`src/rtl/mat_addr_gen_pkg.sv`:
```
// Shared definitions for the matrix address generator.
//   DEF_ADDR_WIDTH : default width of addresses and strides
//   DEF_DIM_WIDTH  : default width of row/col counts and indices
//   state_e        : traversal FSM states
package mat_addr_gen_pkg;

  localparam int unsigned DEF_ADDR_WIDTH = 16;
  localparam int unsigned DEF_DIM_WIDTH  = 8;

  typedef enum logic [1:0] {
    ST_IDLE = 2'd0,
    ST_RUN  = 2'd1,
    ST_DONE = 2'd2
  } state_e;

endpackage

```
`src/rtl/mat_addr_dim.sv`:
```
// One traversal dimension: an index counter plus the address of the current
// position along this dimension. The counter/address pair is loaded at the
// start of a traversal, stepped by one stride, or rewound to index 0 with a
// supplied address.
//   clock, reset_n : clock and asynchronous active-low reset
//   load/load_addr : start of traversal: idx=0, addr=load_addr
//   rewind/rewind_addr : wrap to idx=0 with addr=rewind_addr
//   inc            : idx+1, addr+stride
//   stride, count  : step size and number of positions in this dimension
//   idx, addr      : current index and address
//   at_last        : idx == count-1
module mat_addr_dim
  import mat_addr_gen_pkg::*;
#(
  parameter int unsigned ADDR_WIDTH = DEF_ADDR_WIDTH,
  parameter int unsigned DIM_WIDTH  = DEF_DIM_WIDTH
) (
  input  logic                  clock,
  input  logic                  reset_n,
  input  logic                  load,
  input  logic [ADDR_WIDTH-1:0] load_addr,
  input  logic                  rewind,
  input  logic [ADDR_WIDTH-1:0] rewind_addr,
  input  logic                  inc,
  input  logic [ADDR_WIDTH-1:0] stride,
  input  logic [DIM_WIDTH-1:0]  count,
  output logic [DIM_WIDTH-1:0]  idx,
  output logic [ADDR_WIDTH-1:0] addr,
  output logic                  at_last
);

  logic [DIM_WIDTH-1:0]  idx_q,  idx_d;
  logic [ADDR_WIDTH-1:0] addr_q, addr_d;

  always_comb begin
    idx_d  = idx_q;
    addr_d = addr_q;
    if (load) begin
      idx_d  = '0;
      addr_d = load_addr;
    end else if (rewind) begin
      idx_d  = '0;
      addr_d = rewind_addr;
    end else if (inc) begin
      idx_d  = idx_q + DIM_WIDTH'(1);
      addr_d = addr_q + stride;   // modulo 2^ADDR_WIDTH
    end
  end

  always_ff @(posedge clock or negedge reset_n) begin
    if (!reset_n) begin
      idx_q  <= '0;
      addr_q <= '0;
    end else begin
      idx_q  <= idx_d;
      addr_q <= addr_d;
    end
  end

  assign idx     = idx_q;
  assign addr    = addr_q;
  assign at_last = (idx_q == (count - DIM_WIDTH'(1)));

endmodule

```
`src/rtl/mat_addr_gen.sv`:
```
// Matrix address generator: walks a rows x cols matrix starting at base,
// emitting one element address per accepted handshake, row-major by default.
// Optional macro MAT_ADDR_GEN_TRANSPOSE_EN adds a 'transpose' input that
// selects column-major order (captured at start).
//   clock, reset_n        : clock, asynchronous active-low reset
//   start, abort          : begin traversal (IDLE only) / cancel traversal
//   rows, cols            : matrix dimensions, captured at start
//   base, row_stride, col_stride : start address and strides, captured at start
//   addr, row_idx, col_idx: current element
//   addr_valid/addr_ready : element handshake
//   last, busy, done      : final element, traversal active, completion pulse
module mat_addr_gen
  import mat_addr_gen_pkg::*;
#(
  parameter int unsigned ADDR_WIDTH = DEF_ADDR_WIDTH,
  parameter int unsigned DIM_WIDTH  = DEF_DIM_WIDTH
) (
  input  logic                  clock,
  input  logic                  reset_n,
  input  logic                  start,
  input  logic                  abort,
`ifdef MAT_ADDR_GEN_TRANSPOSE_EN
  input  logic                  transpose,
`endif
  input  logic [DIM_WIDTH-1:0]  rows,
  input  logic [DIM_WIDTH-1:0]  cols,
  input  logic [ADDR_WIDTH-1:0] base,
  input  logic [ADDR_WIDTH-1:0] row_stride,
  input  logic [ADDR_WIDTH-1:0] col_stride,
  output logic [ADDR_WIDTH-1:0] addr,
  output logic [DIM_WIDTH-1:0]  row_idx,
  output logic [DIM_WIDTH-1:0]  col_idx,
  output logic                  addr_valid,
  input  logic                  addr_ready,
  output logic                  last,
  output logic                  busy,
  output logic                  done
);

  state_e state_q, state_d;

  // Captured configuration. Base needs no copy of its own: both dimension
  // address registers are loaded with it on the accepted start.
  logic [DIM_WIDTH-1:0]  rows_q, rows_d;
  logic [DIM_WIDTH-1:0]  cols_q, cols_d;
  logic [ADDR_WIDTH-1:0] row_stride_q, row_stride_d;
  logic [ADDR_WIDTH-1:0] col_stride_q, col_stride_d;
  logic                  col_major;

  logic accept, xfer;
  logic in_inc, in_rewind, out_inc;

  logic [DIM_WIDTH-1:0]  in_count,  out_count;
  logic [ADDR_WIDTH-1:0] in_stride, out_stride;
  logic [DIM_WIDTH-1:0]  in_idx,    out_idx;
  logic [ADDR_WIDTH-1:0] in_addr,   out_addr;
  logic                  in_last,   out_last, all_last;

  assign accept   = (state_q == ST_IDLE) && start;
  assign all_last = in_last && out_last;

  // ---------------- configuration capture ----------------
  always_comb begin
    rows_d       = rows_q;
    cols_d       = cols_q;
    row_stride_d = row_stride_q;
    col_stride_d = col_stride_q;
    if (accept) begin
      rows_d       = rows;
      cols_d       = cols;
      row_stride_d = row_stride;
      col_stride_d = col_stride;
    end
  end

  always_ff @(posedge clock or negedge reset_n) begin
    if (!reset_n) begin
      rows_q       <= '0;
      cols_q       <= '0;
      row_stride_q <= '0;
      col_stride_q <= '0;
    end else begin
      rows_q       <= rows_d;
      cols_q       <= cols_d;
      row_stride_q <= row_stride_d;
      col_stride_q <= col_stride_d;
    end
  end

`ifdef MAT_ADDR_GEN_TRANSPOSE_EN
  logic transpose_q, transpose_d;

  always_comb begin
    transpose_d = transpose_q;
    if (accept) transpose_d = transpose;
  end

  always_ff @(posedge clock or negedge reset_n) begin
    if (!reset_n) transpose_q <= 1'b0;
    else          transpose_q <= transpose_d;
  end

  assign col_major = transpose_q;
`else
  assign col_major = 1'b0;
`endif

  // The inner (fast) dimension is columns in row-major order and rows in
  // column-major order; the outer dimension is the other one.
  always_comb begin
    if (col_major) begin
      in_count   = rows_q;
      in_stride  = row_stride_q;
      out_count  = cols_q;
      out_stride = col_stride_q;
      row_idx    = in_idx;
      col_idx    = out_idx;
    end else begin
      in_count   = cols_q;
      in_stride  = col_stride_q;
      out_count  = rows_q;
      out_stride = row_stride_q;
      row_idx    = out_idx;
      col_idx    = in_idx;
    end
  end

  // ---------------- FSM: state register ----------------
  always_ff @(posedge clock or negedge reset_n) begin
    if (!reset_n) state_q <= ST_IDLE;
    else          state_q <= state_d;
  end

  // ---------------- FSM: next state ----------------
  always_comb begin
    state_d = state_q;
    case (state_q)
      ST_IDLE: begin
        if (start) begin
          if ((rows == '0) || (cols == '0)) state_d = ST_DONE;
          else                              state_d = ST_RUN;
        end
      end
      ST_RUN: begin
        if (abort)                         state_d = ST_IDLE;
        else if (addr_ready && all_last)   state_d = ST_DONE;
      end
      ST_DONE: state_d = ST_IDLE;
      default: state_d = ST_IDLE;
    endcase
  end

  // ---------------- FSM: outputs and datapath control ----------------
  // An abort during the DONE cycle suppresses that cycle's done pulse.
  // On the final transfer nothing steps; the element registers just hold.
  always_comb begin
    busy       = (state_q == ST_RUN);
    addr_valid = (state_q == ST_RUN);
    last       = (state_q == ST_RUN) && all_last;
    done       = (state_q == ST_DONE) && !abort;
    xfer       = (state_q == ST_RUN) && addr_ready && !abort;
    in_inc     = xfer && !in_last;
    in_rewind  = xfer && in_last && !out_last;
    out_inc    = in_rewind;
  end

  // ---------------- dimension counters ----------------
  // Inner wrap jumps to the next outer position, i.e. the outer start
  // address plus one outer stride.
  mat_addr_dim #(
    .ADDR_WIDTH (ADDR_WIDTH),
    .DIM_WIDTH  (DIM_WIDTH)
  ) u_dim_inner (
    .clock       (clock),
    .reset_n     (reset_n),
    .load        (accept),
    .load_addr   (base),
    .rewind      (in_rewind),
    .rewind_addr (out_addr + out_stride),
    .inc         (in_inc),
    .stride      (in_stride),
    .count       (in_count),
    .idx         (in_idx),
    .addr        (in_addr),
    .at_last     (in_last)
  );

  mat_addr_dim #(
    .ADDR_WIDTH (ADDR_WIDTH),
    .DIM_WIDTH  (DIM_WIDTH)
  ) u_dim_outer (
    .clock       (clock),
    .reset_n     (reset_n),
    .load        (accept),
    .load_addr   (base),
    .rewind      (1'b0),
    .rewind_addr ('0),
    .inc         (out_inc),
    .stride      (out_stride),
    .count       (out_count),
    .idx         (out_idx),
    .addr        (out_addr),
    .at_last     (out_last)
  );

  assign addr = in_addr;

endmodule

```
`config.mk`:
```
export PLATFORM = sky130hd
export DESIGN_NAME = mat_addr_gen
export DESIGN_NICKNAME = d
export VERILOG_FILES = /design/src/rtl/mat_addr_gen_pkg.sv /design/src/rtl/mat_addr_dim.sv /design/src/rtl/mat_addr_gen.sv
export SDC_FILE = /design/constraint.sdc
export NUM_CORES = 1
export LEC_CHECK = 0
export ABC_CLOCK_PERIOD_IN_PS = 3860
export CAP_MARGIN = 25
export CORE_MARGIN = 2
export CORE_UTILIZATION = 45
export DETAILED_ROUTE_END_ITERATION = 10
export GPL_TIMING_DRIVEN = 0
export MAX_ROUTING_LAYER = met4
export PLACE_DENSITY = 0.72
export SETUP_SLACK_MARGIN = 0.1
export SLEW_MARGIN = 20
export SYNTH_ARGS = -nofsm -noshare
export SYNTH_HDL_FRONTEND = slang
export SYNTH_SLANG_ARGS = --single-unit
```
`constraint.sdc`:
```
create_clock -name clock -period 3.86 [get_ports clock]
set_input_delay 0.579 -clock clock [delete_from_list [all_inputs] [get_ports clock]]
set_output_delay 0.579 -clock clock [all_outputs]
set_load 0.005 [all_outputs]
```
==> impl_metrics.csv <==
group,metric,value,unit
yosys,ys_seq_area_share,40.5,%
floorplan,core-area,13200,um2
yosys,synthesis.nets,801,
worst_setup_path,arrival,3.01,ns
sta,rsz0062_at_grt,"no",
yosys,synth-seq-cells,98,
clock_tree,clock_latency,0.36,ns
clock_tree,cts_resized,0,
clock_tree,cts.hold.buffers_added,0,
grt,grt_pass1_vias,5431,
cells_and_area,antenna_cells,0,
outcome,status,"finished clean",
cells_and_area,stdcell_count,993,
yosys,ys_warn_count,0,
grt,grt_max_degree,76,
detailed_routing,drtPass1Iterations,5,
floorplan,die_h,120,um
clock_tree,cts_num_sinks,98,
floorplan,initial_core_util,45.9,%
yosys,syn_area,6050,um2
worst_setup_path,endpoint_kind,"output port",
placement,pre_cts_ws,0.694,ns
worst_setup_path,timing.rr.start,"cols_q[0]",
placement,gp_congestion,0.873,
sta,setup-tns-final,0,ns
sta,worstMarginPinSlew,0.708,ns
job,cap_violations,0,
worst_setup_path,crit_type,"reg2out",
sta,period_share,92.9,%
clock_tree,cts.clk_slew.worst_paths,0.07,ns
sta,finalHoldViolations,0,
placement,numPortBuffers,104,
grt,grt_use_total,25.4,%
yosys,synthCells,696,
clock_tree,cts-root-buf,"clkbuf_16",
detailed_routing,routed_wl,17300,um
clock_tree,ctsHtreeMaxLevel,3,
yosys,synthFlopType,"dfrtp_1",
floorplan,num_rows,42,
detailed_routing,routed_via_density,5.59,
worst_setup_path,crit_required,3.28,ns
floorplan,dieArea,14400,um2
sta,clock_skew,0.00774,ns
detailed_routing,wl_per_cell,17.4,um
clock_tree,cts_tree,"yes",
sta,maxSlewHeadroom,52.4,%
placement,dp.cells,977,
sta,period_needed,3.59,ns
detailed_routing,drc,0,
placement,placed_area,7340,um2
worst_setup_path,r2r_cells,10,
floorplan,die_w,120,um
placement,dp_hpwl,13000,um
pwr,powerDensity,589,nW/um2
grt,grt_pass1_wl,28000,um
yosys,synthArstFlopShare,100,%
cells_and_area,design_area,7630,um2
worst_setup_path,r2r_end,"u_dim_outer.idx[0]",
cells_and_area,fin_nets,917,
sta,finalSetupViolCount,0,
cells_and_area,final_common_cell,"nand2_1",
detailed_routing,ant_nets,0,
worst_setup_path,start_kind,"flop",
cells_and_area,final_layout_size_suffix_gt1_share,4.41,%
worst_hold_path,hp-class,"in2async",
clock_tree,post_cts_buffers,0,
grt,antenna_found_initial,0,
yosys,syn_avg_cell_area,8.70,um2
pwr,peakVddDrop,0.366,mV
floorplan,io_pins,105,
worst_setup_path,cp_max_fo,7,
clock_tree,cts_made_buffers,9,
grt,grt_overflow_total,0,
clock_tree,clockBufferDepth,2,
cells_and_area,layout_common_cells,"172 x nand2_1, 103 x clkdlybuf4s50_1, 98 x dfrtp_1, 45 x nor2_1, 33 x ha_1",
detailed_routing,vias,5552,
detailed_routing,dr.first_iter.drc_count,356,
sta,fin_ws,0.273,ns
yosys,yosys.cell_types.count,62,
pwr,p_leak,3.54,nW
cells_and_area,synthToLayoutAreaGrowth,26.1,%
yosys,synth-edff-count,0,
sta,finalMaxSlewViolations,0,
sta,max_freq,0.279,GHz
worst_setup_path,ff2ff_setup_slack,0.64,ns
==> how the worst max path moves through the flow <==
stage / from / end / slack [ns]
final: cols_q[0] / last / 0.27
after global routing: cols_q[0] / last / 0.12
after floorplan: cols_q[0] / u_dim_outer.idx[0] / 1.26
after CTS: cols_q[0] / last / 0.24
after global placement: reset_n / col_stride_q[9] / -1.51
after detailed placement: cols_q[0] / last / 0.69
==> layout make-up <==
class                      count  area [um2]
timing repair buffer         105        1070
sequential                    98        2450
multi-input combinational    550        3400
buffer                        24         120
tap                          176         220
fill                        1206        5560
clock buffer                  14         274
clock inverter                 2        10.0
inverter                      24        90.1
==> cell families (layout without fill, tap and decap cells) <==
logic type | Yosys count | after routing | share of synthesized area [%]
buffers and inverters | 48 | 169 | 3.47
adder cells (fa/ha/maj) | 36 | 36 | 7.69
multiplexers | 6 | 6 | 1.03
XOR/XNOR | 50 | 50 | 7.24
AND/OR/NAND/NOR | 301 | 301 | 22.5
flip-flops | 98 | 98 | 40.5
AO/OA/AOI/OAI | 157 | 157 | 17.6
==> power by group <==
part | internal [mW] | switching [mW] | total [mW]
registers | 1.26 | 0.210 | 1.47
clock network | 0.489 | 0.403 | 0.893
logic | 1.02 | 1.12 | 2.14
==> per-stage QoR <==
step | hold slack [ns] | power, mW | utilization (%)
after floorplan | 0.283 | 2.92 | -
after global placement | 0.446 | 3.54 | 55.4
after detailed placement | 0.455 | 3.59 | 55.7
after CTS | 0.0784 | 4.49 | 57.8
after global routing | 0.0826 | 4.83 | 57.9
final | 0.0708 | 4.50 | 57.9
==> critical path: stages, from the launching register on <==
cell and delay [ns]:
dfrtp_1 0.43, inv_1 0.10, ha_2 0.26, nor3b_1 0.24, xnor2_1 0.14, nor3_2 0.29, and3_1 0.29, nand2_1 0.14
nor3_1 0.23, clkdlybuf4s50_1 0.55
==> sequential cells by signal, indices dropped and copies added, names as in the netlist <==
name,count
col_stride_q,16
out_stride,16
u_dim_inner.addr,16
u_dim_outer.addr,16
cols_q,8
out_count,8
u_dim_inner.idx,8
u_dim_outer.idx,8
state_q,2
==> synthesized netlist by cell type, drive strengths merged (4+ instances only) <==
library cell / instances / area, um2
a211o: 6 / 52.6
a211oi: 7 / 57.6
a21o: 18 / 135
a21oi: 32 / 160
a22o: 6 / 52.6
a22oi: 6 / 45.0
a31oi: 10 / 62.6
and2: 4 / 25.0
and3: 9 / 56.3
buf: 11 / 71.3
clkbuf: 13 / 48.8
dfrtp: 98 / 2450
ha: 34 / 425
inv: 24 / 90.1
mux2i: 4 / 40.0
nand2: 172 / 646
nand2b: 4 / 25.0
nand3: 10 / 50.1
nand4: 10 / 62.6
nor2: 46 / 175
nor2b: 5 / 31.3
nor3: 13 / 65.1
nor3b: 8 / 60.1
nor4: 9 / 86.3
o21a: 7 / 52.6
o21ai: 28 / 140
o22ai: 4 / 25.0
o31ai: 7 / 52.6
xnor2: 28 / 245
xor2: 22 / 193
==> layer usage <==
| layer | up-vias | part of all wire, % | track usage (%) |
|---|---|---|---|
| met4 | 0 | 2.5 | 9.56 |
| met1 | 2682 | 46 | 34.2 |
| li1 | 2677 | - | - |
| met2 | 160 | 47 | 39.3 |
| met5 | - | 0 | - |
| met3 | 33 | 4.6 | 3.42 |
Note: power is estimated with default switching activity, not from simulation.
